--- src/rtl/shared_ll_fifo_if.sv ---
// Request/response bundle for shared_ll_fifo: push/pop handshake plus per-queue status.
// The master modport is the user side, the slave modport is the FIFO side.
interface shared_ll_fifo_if #(
    parameter int WIDTH     = 8,
    parameter int DEPTH     = 8,
    parameter int NUM_FIFOS = 4
);
    localparam int SEL_WIDTH = $clog2(NUM_FIFOS);
    localparam int CNT_WIDTH = $clog2(DEPTH) + 1;

    logic                           push;
    logic [SEL_WIDTH-1:0]           push_sel;
    logic [WIDTH-1:0]               data_in;
    logic                           pop;
    logic [SEL_WIDTH-1:0]           pop_sel;
    logic [WIDTH-1:0]               data_out;
    logic [NUM_FIFOS-1:0]           empty;
    logic [NUM_FIFOS-1:0]           full;
    logic [NUM_FIFOS*CNT_WIDTH-1:0] count;
    logic [CNT_WIDTH-1:0]           free_count;
    logic                           push_err;
    logic                           pop_err;

    modport master (
        output push, push_sel, data_in, pop, pop_sel,
        input  data_out, empty, full, count, free_count, push_err, pop_err
    );

    modport slave (
        input  push, push_sel, data_in, pop, pop_sel,
        output data_out, empty, full, count, free_count, push_err, pop_err
    );
endinterface

--- src/rtl/shared_ll_fifo.sv ---
// NUM_FIFOS logical queues sharing one DEPTH-entry linked-list store, with RESERVE
// entries guaranteed per queue and the remainder handed out first-come from a shared pool.
module shared_ll_fifo #(
    parameter int WIDTH     = 8,
    parameter int DEPTH     = 8,
    parameter int NUM_FIFOS = 4,
    parameter int RESERVE   = 1
) (
    input  logic            clk,
    input  logic            rst,
    shared_ll_fifo_if.slave bus
);
    localparam int PTR_WIDTH = $clog2(DEPTH);
    localparam int SEL_WIDTH = $clog2(NUM_FIFOS);
    localparam int CNT_WIDTH = PTR_WIDTH + 1;
    localparam int SUM_W     = CNT_WIDTH + SEL_WIDTH;
    localparam int SHARED    = DEPTH - NUM_FIFOS * RESERVE;

    localparam logic [CNT_WIDTH-1:0] DEPTH_C  = CNT_WIDTH'(DEPTH);
    localparam logic [CNT_WIDTH-1:0] RES_C    = CNT_WIDTH'(RESERVE);
    localparam logic [CNT_WIDTH-1:0] CNT_ONE  = CNT_WIDTH'(1);
    localparam logic [SUM_W-1:0]     SHARED_S = SUM_W'(SHARED);
    localparam logic [SUM_W-1:0]     DEPTH_S  = SUM_W'(DEPTH);

    logic [WIDTH-1:0]     r_data [DEPTH];
    logic [PTR_WIDTH-1:0] r_next [DEPTH];
    logic [PTR_WIDTH-1:0] r_head [NUM_FIFOS];
    logic [PTR_WIDTH-1:0] r_tail [NUM_FIFOS];
    logic [CNT_WIDTH-1:0] r_cnt  [NUM_FIFOS];
    logic [PTR_WIDTH-1:0] r_free_head;
    logic [PTR_WIDTH-1:0] r_free_tail;
    logic                 r_push_err;
    logic                 r_pop_err;

    logic [SUM_W-1:0]               w_shared_used;
    logic [SUM_W-1:0]               w_total;
    logic [CNT_WIDTH-1:0]           w_free_cnt;
    logic [NUM_FIFOS-1:0]           w_empty;
    logic [NUM_FIFOS-1:0]           w_full;
    logic [NUM_FIFOS*CNT_WIDTH-1:0] w_count;
    logic                           w_push_ok;
    logic                           w_pop_ok;
    logic                           w_same;
    logic [PTR_WIDTH-1:0]           w_alloc;
    logic [PTR_WIDTH-1:0]           w_pop_ent;

    always_comb begin
        w_shared_used = '0;
        w_total       = '0;
        w_count       = '0;
        for (int j = 0; j < NUM_FIFOS; j++) begin
            w_total = w_total + SUM_W'(r_cnt[j]);
            if (r_cnt[j] > RES_C)
                w_shared_used = w_shared_used + SUM_W'(r_cnt[j] - RES_C);
            w_count[j*CNT_WIDTH +: CNT_WIDTH] = r_cnt[j];
        end
    end

    // A queue below its reservation can always accept; above it, only while the pool lasts.
    for (genvar g = 0; g < NUM_FIFOS; g++) begin : g_flag
        assign w_empty[g] = (r_cnt[g] == '0);
        assign w_full[g]  = (r_cnt[g] == DEPTH_C) ||
                            ((r_cnt[g] >= RES_C) && (w_shared_used == SHARED_S));
    end

    assign w_free_cnt = CNT_WIDTH'(DEPTH_S - w_total);
    assign w_push_ok  = bus.push & ~w_full[bus.push_sel];
    assign w_pop_ok   = bus.pop  & ~w_empty[bus.pop_sel];
    assign w_same     = (bus.push_sel == bus.pop_sel);
    assign w_alloc    = r_free_head;
    assign w_pop_ent  = r_head[bus.pop_sel];

    assign bus.data_out   = w_empty[bus.pop_sel] ? '0 : r_data[w_pop_ent];
    assign bus.empty      = w_empty;
    assign bus.full       = w_full;
    assign bus.count      = w_count;
    assign bus.free_count = w_free_cnt;
    assign bus.push_err   = r_push_err;
    assign bus.pop_err    = r_pop_err;

    // Payload store is deliberately left uninitialised by reset.
    always_ff @(posedge clk) begin
        if (w_push_ok)
            r_data[w_alloc] <= bus.data_in;
    end

    always_ff @(posedge clk or negedge rst) begin
        if (!rst) begin
            for (int i = 0; i < NUM_FIFOS; i++) begin
                r_head[i] <= '0;
                r_tail[i] <= '0;
                r_cnt[i]  <= '0;
            end
            for (int i = 0; i < DEPTH; i++)
                r_next[i] <= PTR_WIDTH'(i + 1);
            r_free_head <= '0;
            r_free_tail <= PTR_WIDTH'(DEPTH - 1);
            r_push_err  <= 1'b0;
            r_pop_err   <= 1'b0;
        end else begin
            r_push_err <= bus.push & ~w_push_ok;
            r_pop_err  <= bus.pop  & ~w_pop_ok;

            // Queue links
            if (w_push_ok && w_pop_ok && w_same) begin
                if (r_cnt[bus.pop_sel] == CNT_ONE) begin
                    r_head[bus.pop_sel] <= w_alloc;
                end else begin
                    r_head[bus.pop_sel]           <= r_next[w_pop_ent];
                    r_next[r_tail[bus.push_sel]] <= w_alloc;
                end
                r_tail[bus.push_sel] <= w_alloc;
            end else begin
                if (w_push_ok) begin
                    if (w_empty[bus.push_sel])
                        r_head[bus.push_sel] <= w_alloc;
                    else
                        r_next[r_tail[bus.push_sel]] <= w_alloc;
                    r_tail[bus.push_sel] <= w_alloc;
                    r_cnt[bus.push_sel]  <= r_cnt[bus.push_sel] + CNT_ONE;
                end
                if (w_pop_ok) begin
                    r_head[bus.pop_sel] <= r_next[w_pop_ent];
                    r_cnt[bus.pop_sel]  <= r_cnt[bus.pop_sel] - CNT_ONE;
                end
            end

            // Free list: a popped entry joins the tail and is only reachable next cycle.
            // When the list would otherwise drain to nothing, the popped entry becomes the whole list.
            if (w_pop_ok) begin
                r_free_tail <= w_pop_ent;
                if (w_free_cnt == (w_push_ok ? CNT_ONE : '0)) begin
                    r_free_head <= w_pop_ent;
                end else begin
                    r_next[r_free_tail] <= w_pop_ent;
                    if (w_push_ok)
                        r_free_head <= r_next[r_free_head];
                end
            end else if (w_push_ok) begin
                r_free_head <= r_next[r_free_head];
            end
        end
    end
endmodule
--- src/flat_wrapper.sv ---
// flat-port wrapper written by rule: the top's interface ports become plain ports
module shared_ll_fifo_flat 
#(
    parameter int WIDTH     = 8,
    parameter int DEPTH     = 8,
    parameter int NUM_FIFOS = 4,
    parameter int RESERVE   = 1
)
  (clk, rst, bus_push, bus_push_sel, bus_data_in, bus_pop, bus_pop_sel, bus_data_out, bus_empty, bus_full, bus_count, bus_free_count, bus_push_err, bus_pop_err);
  shared_ll_fifo_if #(.WIDTH(WIDTH), .DEPTH(DEPTH), .NUM_FIFOS(NUM_FIFOS)) bus_i ();
  input  logic clk;
  input  logic rst;
  input wire logic [$bits(bus_i.push)-1:0] bus_push;
  input wire logic [$bits(bus_i.push_sel)-1:0] bus_push_sel;
  input wire logic [$bits(bus_i.data_in)-1:0] bus_data_in;
  input wire logic [$bits(bus_i.pop)-1:0] bus_pop;
  input wire logic [$bits(bus_i.pop_sel)-1:0] bus_pop_sel;
  output wire logic [$bits(bus_i.data_out)-1:0] bus_data_out;
  output wire logic [$bits(bus_i.empty)-1:0] bus_empty;
  output wire logic [$bits(bus_i.full)-1:0] bus_full;
  output wire logic [$bits(bus_i.count)-1:0] bus_count;
  output wire logic [$bits(bus_i.free_count)-1:0] bus_free_count;
  output wire logic [$bits(bus_i.push_err)-1:0] bus_push_err;
  output wire logic [$bits(bus_i.pop_err)-1:0] bus_pop_err;
  assign bus_i.push = bus_push;
  assign bus_i.push_sel = bus_push_sel;
  assign bus_i.data_in = bus_data_in;
  assign bus_i.pop = bus_pop;
  assign bus_i.pop_sel = bus_pop_sel;
  assign bus_data_out = bus_i.data_out;
  assign bus_empty = bus_i.empty;
  assign bus_full = bus_i.full;
  assign bus_count = bus_i.count;
  assign bus_free_count = bus_i.free_count;
  assign bus_push_err = bus_i.push_err;
  assign bus_pop_err = bus_i.pop_err;
  shared_ll_fifo #(.WIDTH(WIDTH), .DEPTH(DEPTH), .NUM_FIFOS(NUM_FIFOS), .RESERVE(RESERVE)) u_core (.clk(clk), .rst(rst), .bus(bus_i));
endmodule
--- config.mk ---
export PLATFORM = sky130hd
export DESIGN_NAME = shared_ll_fifo_flat
export DESIGN_NICKNAME = d
export VERILOG_FILES = /design/src/rtl/shared_ll_fifo_if.sv /design/src/rtl/shared_ll_fifo.sv /design/src/flat_wrapper.sv
export SDC_FILE = /design/constraint.sdc
export NUM_CORES = 1
export LEC_CHECK = 0
export ABC_CLOCK_PERIOD_IN_PS = 18540
export CAP_MARGIN = 20
export CORE_MARGIN = 2
export CORE_UTILIZATION = 45
export CTS_CLUSTER_SIZE = 12
export DETAILED_ROUTE_END_ITERATION = 16
export PLACE_DENSITY = 0.69
export SYNTH_ARGS = -nofsm -noshare
export SYNTH_HDL_FRONTEND = slang
export SYNTH_SLANG_ARGS = --single-unit
--- constraint.sdc ---
create_clock -name clk -period 18.54 [get_ports clk]
set_input_delay 5.562 -clock clk [delete_from_list [all_inputs] [get_ports clk]]
set_output_delay 5.562 -clock clk [all_outputs]
set_load 0.01 [all_outputs]
==> results.toml <==
[logic_synthesis]
synth.yosys.seq_area_share = 0.411
synthCells = 777
ys_types = 74
synth-edff-count = 64
synth.ff_latch_count = 136
mean_instance_size_in_the_synthesized_netlist_um2 = 11.7
post_synth_top_flop = "edfxtp_1"
mappedNetlistNets = 834
ys_async_sr_fraction = 0.529
yosys_warnings = 0
post_synth_instance_area_um2 = 9100

[setup_path]
cp_cell_sequence = "clkdlybuf4s50_1 > mux2i_1 > mux2i_4 > buf_4 > mux4_2 > mux2i_1 > nor2_1 > clkdlybuf4s50_1"
end_kind = "primary output"
critical_path_arrival_ns = 8.75
timing.critical_path.fanout_max = 22
critical_path_required_ns = 12.98
worstSetupPathType = "in -> out"
critPathMaxStageDelay_ns = 1.01
critical_path_startpoint_category = "input pin"
worst_path_max_delay_cell = "clkdlybuf4s50_1"

[clocking]
clock_sink_count = 136
cts_max_path_buffers = 2
tritoncts = "done"
cts_resized = 0
worst_setup_hold_path_clk_slew_ns = 0.06
post_cts_repair_setup_buffers = 0
h-tree-depth = 4
cts_root_buf = "clkbuf_16"
clock_buffers_created_by_tritoncts = 17
cts_hold_repair.buffers = 0
clk_latency_worst_skew_pair_ns = 0.42

[sta]
fmax_mhz = 69.9
rsz0062_at_grt = "no"
post-route-min-period_ns = 14.31
final-max-slew-violation-count = 0
max_slew_margin = 0.280
finalCritPeriodShare = 0.772
tightest_slew_ns = 1.08
final_clock_skew_ns = 0.00958
finalSetupViolations = 0
setup_tns_ns = 0
hold_vio_cnt_final = 0

[drt]
detailedRoute.firstPassIterationCount = 6
antenna_left = 0
drcViolationCount = 0
detail_route.iter0.violations = 487
routed-via-count = 6656
via_per_inst = 6.02
detail_route.wl_per_cell_um = 20.6
wirelength_um = 22800

[placed_design]
dpl.hpwl_um = 16100
io_buffers = 53
dpl.cell_count = 1074
routabilityCongestion = 0.871
placed_cell_area_um2 = 9930

[layout]
diodes = 0
syn_to_final_growth_pct = 15.6
layout-drive-gt1-share = 0.193
nNetsFinal = 880
instances_no_fill = 1106
postLayoutCellArea_um2 = 10500

[floorplanning]
core_area_um2 = 20000
fp.dieArea_um2 = 21400
die_x_um = 146
fp-row-count = 52
initial_core_util = 0.454
dieHeight_um = 146
number_of_i_o_pins = 54

[global_route]
grt.total_usage = 0.219
first_global_vias = 6645
grt_first_pass_wirelength_um = 36900
gr-total-overflow = 0
grt_start_max_net_pins = 73
initial_antenna_violation_count = 0

[flow_run]
maxCapViolations = 0

[min_path]
hold_path.class = "reg -> reg"

[status]
outcome = "finished, final reports clean"
registers in the layout, indices dropped and copies added, names as in the netlist:
| register | count |
|---|---|
| u_core.bus.count | 16 |
| u_core.r_data | 64 |
| u_core.bus.push_err | 1 |
| u_core.r_tail | 12 |
| u_core.r_free_head | 3 |
| u_core.r_free_tail | 3 |
| u_core.r_next | 24 |
| u_core.bus.pop_err | 1 |
| u_core.r_head | 12 |
cell families (layout without fill, tap and decap cells):
group | count (synthesis) | count (layout) | share of synthesized area
multiplexers | 139 | 139 | 0.213
AO/OA/AOI/OAI | 127 | 127 | 0.107
buffers and inverters | 74 | 133 | 0.0352
AND/OR/NAND/NOR | 234 | 234 | 0.145
adder cells (fa/ha/maj) | 41 | 41 | 0.0630
XOR/XNOR | 26 | 26 | 0.0250
flip-flops | 136 | 136 | 0.411
cells in the final DEF, fill, tap and decap left out, types with 5 or more instances in the layout:
cell type,count
buf_4,19
nand3_1,19
o2bb2ai_1,5
a21oi_1,14
a221oi_2,7
o21ai_0,26
fa_1,8
inv_6,6
inv_1,29
o31ai_1,5
nor2b_1,7
nor4_4,6
nor2_1,46
clkdlybuf4s50_1,52
clkbuf_16,17
dfrtp_1,57
o21a_1,6
mux4_2,42
nand2b_1,11
mux2_2,14
dfstp_2,15
ha_1,33
or3_1,9
nor3_1,14
a32oi_1,5
nor3b_1,9
mux2i_1,79
nor3_2,6
and2_1,5
nand2_1,63
edfxtp_1,64
and3_1,15
xnor2_1,16
a221oi_1,5
xor2_1,10
layout make-up:
class / instances / area [um2]
tap: 270 / 338
sequential: 136 / 3740
multi-input combinational: 567 / 5070
clock buffer: 18 / 429
timing repair buffer: 71 / 663
clock inverter: 14 / 160
fill: 1751 / 9520
inverter: 30 / 113
final timing paths:
check / startpoint / to / slack [ns] / cells after the start
worst max-delay path: bus_pop_sel[1] / bus_data_out[3] / 4.23 / 8
min in group asynchronous: rst / u_core.bus.count[7]$_DFFE_PN0P_ / 5.26 / 1
max in group asynchronous: rst / u_core.r_next[17]$_DFF_PN0_ / 12.65 / 1
worst min-delay path: u_core.r_free_tail[0]$_DFFE_PN1P_ / u_core.r_free_tail[0]$_DFFE_PN1P_ / 0.50 / 2
worst max register to register: u_core.bus.count[1]$_DFFE_PN0P_ / u_core.r_data[1][1]$_DFFE_PP_ / 11.36 / 23
worst min register to register: u_core.r_free_tail[0]$_DFFE_PN1P_ / u_core.r_free_tail[0]$_DFFE_PN1P_ / 0.50 / 2
critical path, delay by kind of cell:
family,cells,cell delay [ns]
buffers and inverters,3,1.89
muxes,4,1.22
and+or+nand+nor,1,0.06
cell usage after synthesis (5+ instances only):
master | number | area [um2]
o21a_1 | 6 | 45.0
nor2b_1 | 7 | 43.8
o2bb2ai_1 | 5 | 43.8
xnor2_1 | 16 | 140
and3_1 | 15 | 93.8
edfxtp_1 | 64 | 1920
mux4_2 | 42 | 946
nor4b_1 | 5 | 43.8
fa_1 | 8 | 160
dfstp_2 | 15 | 394
a21oi_1 | 14 | 70.1
dfrtp_1 | 57 | 1430
or3_1 | 9 | 56.3
mux2_2 | 14 | 158
nand2b_1 | 11 | 68.8
inv_1 | 29 | 109
mux2i_1 | 81 | 811
and2_1 | 5 | 31.3
o31ai_1 | 5 | 37.5
nor2_1 | 46 | 173
o21ai_0 | 26 | 130
ha_1 | 33 | 413
a32oi_1 | 5 | 43.8
clkbuf_1 | 27 | 101
nand2_1 | 63 | 236
nand3_1 | 19 | 95.1
a221oi_2 | 7 | 105
nor3b_1 | 9 | 67.6
a221oi_1 | 5 | 43.8
xor2_1 | 10 | 87.6
nor4_4 | 6 | 128
buf_2 | 13 | 65.1
nor3_1 | 14 | 70.1
nor3_2 | 6 | 60.1
metal layers:
layer  vias to the layer above  GRT usage  wire (um)
li1                       3049          -          -
met1                      3316      0.308      10300
met2                       246      0.346      10700
met3                        45     0.0450       1340
met4                         0     0.0660        512
met5                         -          0          0
through the flow:
step | util | setup WS, ns | hold WS (ns)
global placement | 0.496 | 4.28 | 0.484
global route | 0.525 | 3.99 | 0.517
finish | 0.525 | 4.23 | 0.503
floorplan | - | 5.12 | 0.475
CTS | 0.525 | 4.19 | 0.507
detailed placement | 0.496 | 4.19 | 0.493
Power is not shown: default switching activity piles up to over one toggle a cycle in this logic, so the estimate is an artifact.
